`config.mk`:
```
export PLATFORM = sky130hd
export DESIGN_NAME = if_fetch_unit
export DESIGN_NICKNAME = d
export VERILOG_FILES = /design/src/rtl/if_fetch_unit_pkg.sv /design/src/rtl/if_hold_buffer.sv /design/src/rtl/if_fetch_unit.sv
export SDC_FILE = /design/constraint.sdc
export NUM_CORES = 1
export LEC_CHECK = 0
export ABC_AREA = 1
export CAP_MARGIN = 20
export CORE_MARGIN = 2
export CORE_UTILIZATION = 30
export CTS_CLUSTER_SIZE = 24
export DETAILED_ROUTE_END_ITERATION = 6
export DONT_BUFFER_PORTS = 1
export GPL_TIMING_DRIVEN = 0
export SLEW_MARGIN = 10
export SYNTH_ARGS = -nofsm -noshare
export SYNTH_HDL_FRONTEND = slang
export SYNTH_SLANG_ARGS = --single-unit
```
`constraint.sdc`:
```
create_clock -name clk_in -period 3.94 [get_ports clk_in]
set_clock_uncertainty 0.1 [all_clocks]
set_input_delay 0.591 -clock clk_in [delete_from_list [all_inputs] [get_ports clk_in]]
set_output_delay 0.591 -clock clk_in [all_outputs]
set_load 0.02 [all_outputs]
```
`src/rtl/if_fetch_unit_pkg.sv`:
```
// ============================================================================
// if_fetch_unit_pkg : shared types and constants for the instruction fetch unit
// Revision: 1.0
// ============================================================================
`default_nettype none

package if_fetch_unit_pkg;

  typedef enum logic [1:0] {
    RESET_S = 2'd0,
    REQ_S   = 2'd1,
    WAIT_S  = 2'd2,
    STALL_S = 2'd3
  } fetch_state_t;

  localparam logic [31:0] C_RESET_PC_DEFAULT = 32'h0000_0000;
  localparam logic [31:0] C_NOP_INSTR        = 32'h0000_0013;

endpackage

`default_nettype wire

```
`src/rtl/if_hold_buffer.sv`:
```
// ============================================================================
// if_hold_buffer : single-entry instruction/PC register with valid flag
// Revision: 1.0
// ============================================================================
`default_nettype none

module if_hold_buffer (
  input  logic        clk_in,
  input  logic        rst_in,
  input  logic        i_load,
  input  logic        i_clear,
  input  logic [31:0] i_instr,
  input  logic [31:0] i_pc,
  output logic        o_valid,
  output logic [31:0] o_instr,
  output logic [31:0] o_pc
);

  logic        r_valid;
  logic [31:0] r_instr;
  logic [31:0] r_pc;

  always_ff @(posedge clk_in) begin
    if (rst_in) begin
      r_valid <= 1'b0;
      r_instr <= '0;
      r_pc    <= '0;
    end else if (i_clear) begin
      r_valid <= 1'b0;
    end else if (i_load) begin
      r_valid <= 1'b1;
      r_instr <= i_instr;
      r_pc    <= i_pc;
    end
  end

  assign o_valid = r_valid;
  assign o_instr = r_instr;
  assign o_pc    = r_pc;

endmodule

`default_nettype wire

```
`src/rtl/if_fetch_unit.sv`:
```
// ============================================================================
// if_fetch_unit : single-outstanding instruction fetch stage with a one-entry
//                 hold buffer and flush/redirect support
// Revision: 1.0
// ============================================================================
`default_nettype none

module if_fetch_unit
  import if_fetch_unit_pkg::*;
#(
  parameter logic [31:0] RESET_PC = C_RESET_PC_DEFAULT
) (
  input  logic        clk_in,
  input  logic        rst_in,
  input  logic [31:0] next_pc_in,
  input  logic        flush_in,
  input  logic        imem_ready_in,
  input  logic        imem_rvalid_in,
  input  logic [31:0] imem_rdata_in,
  input  logic        id_ready_in,
  output logic [31:0] pc_out,
  output logic        imem_req_out,
  output logic [31:0] imem_addr_out,
  output logic        id_valid_out,
  output logic [31:0] id_instr_out,
  output logic [31:0] id_pc_out,
  output logic        misalign_out
);

  localparam logic [31:0] C_RESET_PC_ALIGNED = {RESET_PC[31:2], 2'b00};

  fetch_state_t r_state, w_state_nxt;
  logic [31:0]  r_pc;
  logic         r_id_valid;
  logic [31:0]  r_id_instr;
  logic [31:0]  r_id_pc;
  logic         r_discard;
  logic         r_misalign;

  logic         w_flush;
  logic         w_slot_free;
  logic         w_pc_load;
  logic         w_id_load;
  logic         w_id_from_buf;
  logic         w_buf_load;
  logic         w_buf_clear;
  logic         w_discard_nxt;
  logic         w_req;

  logic         w_buf_valid;
  logic [31:0]  w_buf_instr;
  logic [31:0]  w_buf_pc;

  // Redirects are meaningless while the reset state is still being left
  assign w_flush     = flush_in && (r_state != RESET_S);
  assign w_slot_free = !r_id_valid || id_ready_in;

  always_comb begin
    w_state_nxt   = r_state;
    w_pc_load     = 1'b0;
    w_id_load     = 1'b0;
    w_id_from_buf = 1'b0;
    w_buf_load    = 1'b0;
    w_buf_clear   = 1'b0;
    w_discard_nxt = r_discard;
    w_req         = 1'b0;
    case (r_state)
      RESET_S: begin
        w_state_nxt   = REQ_S;
        w_discard_nxt = 1'b0;
      end
      REQ_S: begin
        w_req = 1'b1;
        if (w_flush) begin
          w_pc_load = 1'b1;
          if (imem_ready_in) begin
            w_state_nxt   = WAIT_S;
            w_discard_nxt = 1'b1;
          end
        end else if (imem_ready_in) begin
          w_state_nxt = WAIT_S;
        end
      end
      WAIT_S: begin
        if (w_flush) begin
          w_pc_load   = 1'b1;
          w_buf_clear = 1'b1;
          if (imem_rvalid_in) begin
            w_state_nxt   = REQ_S;
            w_discard_nxt = 1'b0;
          end else begin
            w_discard_nxt = 1'b1;
          end
        end else if (imem_rvalid_in) begin
          if (r_discard) begin
            // PC was already redirected when the flush arrived
            w_state_nxt   = REQ_S;
            w_discard_nxt = 1'b0;
          end else if (w_slot_free) begin
            w_id_load   = 1'b1;
            w_pc_load   = 1'b1;
            w_state_nxt = REQ_S;
          end else begin
            w_buf_load  = 1'b1;
            w_state_nxt = STALL_S;
          end
        end
      end
      STALL_S: begin
        if (w_flush) begin
          w_pc_load   = 1'b1;
          w_buf_clear = 1'b1;
          w_state_nxt = REQ_S;
        end else if (id_ready_in) begin
          w_id_from_buf = 1'b1;
          w_pc_load     = 1'b1;
          w_buf_clear   = 1'b1;
          w_state_nxt   = REQ_S;
        end
      end
      default: begin
        w_state_nxt = RESET_S;
      end
    endcase
  end

  always_ff @(posedge clk_in) begin
    if (rst_in) begin
      r_state    <= RESET_S;
      r_pc       <= C_RESET_PC_ALIGNED;
      r_discard  <= 1'b0;
      r_misalign <= 1'b0;
    end else begin
      r_state    <= w_state_nxt;
      r_discard  <= w_discard_nxt;
      r_misalign <= w_pc_load && (next_pc_in[1:0] != 2'b00);
      if (w_pc_load) begin
        r_pc <= {next_pc_in[31:2], 2'b00};
      end
    end
  end

  always_ff @(posedge clk_in) begin
    if (rst_in) begin
      r_id_valid <= 1'b0;
      r_id_instr <= '0;
      r_id_pc    <= '0;
    end else if (w_flush) begin
      r_id_valid <= 1'b0;
    end else if (w_id_load) begin
      r_id_valid <= 1'b1;
      r_id_instr <= imem_rdata_in;
      r_id_pc    <= r_pc;
    end else if (w_id_from_buf) begin
      r_id_valid <= 1'b1;
      r_id_instr <= w_buf_instr;
      r_id_pc    <= w_buf_pc;
    end else if (id_ready_in) begin
      r_id_valid <= 1'b0;
    end
  end

  if_hold_buffer u_hold_buffer (
    .clk_in  (clk_in),
    .rst_in  (rst_in),
    .i_load  (w_buf_load),
    .i_clear (w_buf_clear),
    .i_instr (imem_rdata_in),
    .i_pc    (r_pc),
    .o_valid (w_buf_valid),
    .o_instr (w_buf_instr),
    .o_pc    (w_buf_pc)
  );

  // The buffer's valid bit is implied by STALL_S; kept for observability
  logic w_unused;
  assign w_unused = w_buf_valid;

  assign pc_out        = r_pc;
  assign imem_req_out  = w_req;
  assign imem_addr_out = r_pc;
  assign id_valid_out  = r_id_valid;
  assign id_instr_out  = r_id_instr;
  assign id_pc_out     = r_id_pc;
  assign misalign_out  = r_misalign;

endmodule

`default_nettype wire

```
==> impl_metrics.yaml <==
global_routing:
  overflow: 0
  track_usage_pct: 17.6
  grt_pass1_wl_um: 35900
  grt_max_degree: 17
  antenna_found_initial: 1
  grt_pass1_vias: 6439
clock_network:
  root_buffer: "clkbuf_16"
  cts.repair.resized: 0
  cts_htree_levels: 4
  numCtsBuffers: 17
  clock_sinks: 159
  clk_path_buf_depth: 2
  post_cts_buffers: 0
  clk_latency_ns: 0.42
  hold_buffers: 0
  clkTransAtPathRegs_ns: 0.07
  cts_tree: "built"
floorplan:
  initial_core_util_pct: 30.2
  boundaryPins: 201
  core_area_um2: 24100
  dieWidth_um: 160
  dieArea_um2: 25600
  fp.dieH_um: 160
  rows: 57
pwr:
  totalPowerFinal_mw: 4.65
  leakage_nw: 3.60
  internal_power_mw: 3.06
  swShare_pct: 34.1
  combPwrFrac_pct: 18.8
  sequentialPowerShare_pct: 43.6
  ir_drop_uv: 266
  p_per_area_nw_per_um2: 558
  clockPowerShare_pct: 37.6
  switchingPower_mw: 1.59
placed_design:
  gp_congestion: 0.792
  port_buffers: 0
  dp_hpwl_um: 15700
  post-place-cells: 1378
  postPlaceCellArea_um2: 7710
sta:
  timing.fmax_mhz: 399
  worst_slew_pin_slew_ns: 0.850
  slew_violations: 0
  fin_crit_sh_pct: 63.7
  slew_headroom_pct: 43.4
  period_needed_ns: 2.51
  hold_viol_final: 0
  finalSetupTns_ns: 0
  rsz0062_at_grt: "false"
  setup_viol: 0
setup_path:
  cp_cell_sequence: "nand2_2 > nor3_4 > nand3_1 > clkbuf_1 > nand2_1 > a21oi_1"
  worst_setup_path_end_kind: "register"
  path_max_fanout: 10
  worstSetupPathType: "reg2reg"
  crit_path_start_kind: "register"
  slowest_delay_ns: 0.55
  crit_arrival_ns: 2.69
  reg2regPathDepth: 6
  worstPathRequired_ns: 4.12
  cpMaxStageDelayCell: "nand3_1"
cells_and_area:
  stdcell_count: 1411
  stdcell_area_um2: 8340
  drive_gt1_share_pct: 10.7
  final_common_cell: "nand2_1"
  layout_common_cells: "224 x nand2_1, 160 x nor2_1, 159 x dfxtp_1"
  syn_to_final_growth_pct: 14.3
  fin_nets: 1147
  fin_util_pct: 34.6
logic_synthesis:
  yosysWarnings: 0
  yosys-top-cells-area: "dfxtp_1 44%, nand2_1 12%, nor2_1 8.2%"
  synthDominantCellAreaShare_pct: 43.7
  synthCells: 1049
  synth_seq_area_share_pct: 43.7
  ys_ff_latch: 159
  synth_cell_types: 25
  syn_area_um2: 7290
  avgSynthCellArea_um2: 6.95
  synth_top_area_cell: "dfxtp_1"
min_path:
  worstHoldPathCells: 2
  hold_path_class: "in2reg"
drt:
  final_antenna_net_count: 0
  vias_per_cell: 4.86
  first_iter_violations: 494
  wire_per_inst_um: 15.8
  via_count: 6859
  wl_um: 22300
  drc_errors: 0
  first_pass_iters: 5
run:
  drv_cap: 0
run_status:
  status: "completed"
registers in the layout (all words and copies together) (netlist names):
| register | flops |
|---|---|
| imem_addr_out | 30 |
| r_state | 2 |
| id_valid_out | 1 |
| u_hold_buffer.o_instr | 32 |
| misalign_out | 1 |
| id_instr_out | 32 |
| r_discard | 1 |
| id_pc_out | 30 |
| u_hold_buffer.o_pc | 30 |
worst paths after layout:
check | slack [ns] | from | to
hold reg to reg | 0.36 | u_hold_buffer.o_pc[26] | u_hold_buffer.o_pc[26]
setup / recovery | 1.43 | id_valid_out | u_hold_buffer.o_instr[31]
setup reg to reg | 1.43 | id_valid_out | u_hold_buffer.o_instr[31]
hold / removal | 0.24 | imem_rdata_in[3] | u_hold_buffer.o_instr[3]
kinds of logic after synthesis:
| family | count (synthesis) | synth area share [%] |
|---|---|---|
| buffers and inverters | 165 | 11.0 |
| other | 1 | 0.0514 |
| AOI/OAI and AO/OA | 166 | 11.6 |
| adders and majority gates | 4 | 0.687 |
| and+or+nand+nor | 554 | 33.1 |
| DFF | 159 | 43.7 |
stage by stage:
stage	hold WS [ns]	setup WS, ns
2_1_floorplan	0.341	2.18
3_3_place_gp	0.349	1.30
3_5_place_dp	0.352	1.30
4_1_cts	0.216	1.34
5_1_grt	0.228	1.18
6_report	0.236	1.43
final cells by class:
class                   instances  area (um2)
inverters                      44         165
fillers                      2642       15800
clock buffers                  23         488
clock inverters                 9         131
multi-input cells             730        3320
plain buffers                 121         636
diodes                          1        2.50
flip-flops and latches        159        3180
well taps                     324         405
synthesized netlist by cell type:
| cell | count |
|---|---|
| nor3_4 | 1 |
| o211ai_1 | 1 |
| buf_1 | 8 |
| nand3_1 | 99 |
| nand2_1 | 224 |
| nor2_8 | 1 |
| ha_1 | 4 |
| inv_2 | 5 |
| nand2_4 | 1 |
| clkbuf_1 | 40 |
| nor2_1 | 160 |
| a21boi_2 | 1 |
| and2_1 | 1 |
| o21ai_0 | 9 |
| or2_2 | 1 |
| inv_1 | 39 |
| a21oi_1 | 96 |
| nand4_1 | 63 |
| conb_1 | 1 |
| nand2_2 | 3 |
| buf_4 | 36 |
| dfxtp_1 | 159 |
| o21ai_1 | 58 |
| o21a_1 | 1 |
| buf_2 | 37 |
power groups by stage:
stage	Sequential, mW	Combinational [mW]	Clock, mW
CTS	2.03	0.878	1.79
global route	2.05	0.979	1.87
detailed placement	2.07	0.874	0
finish	2.03	0.873	1.75
floorplan	2.00	0.679	0
global placement	2.07	0.870	0
critical path, delay by kind of cell, from the launching register on:
kind | cells | cell delay [ns]
flops | 1 | 0.54
buf+inv | 1 | 0.39
simple gates | 4 | 1.27
compound gates | 1 | 0.07
per-layer routing:
metal / track usage [%] / part of all wire [%] / wire (um) / vias up
li1: - / - / - / 3465
met1: 23.2 / 46 / 10400 / 3167
met2: 27.9 / 45 / 10100 / 212
met3: 5.09 / 7.2 / 1600 / 15
met4: 5.00 / 1.1 / 244 / 0
met5: 0 / 0 / 0 / -
Note: power is estimated with default switching activity, not from simulation.
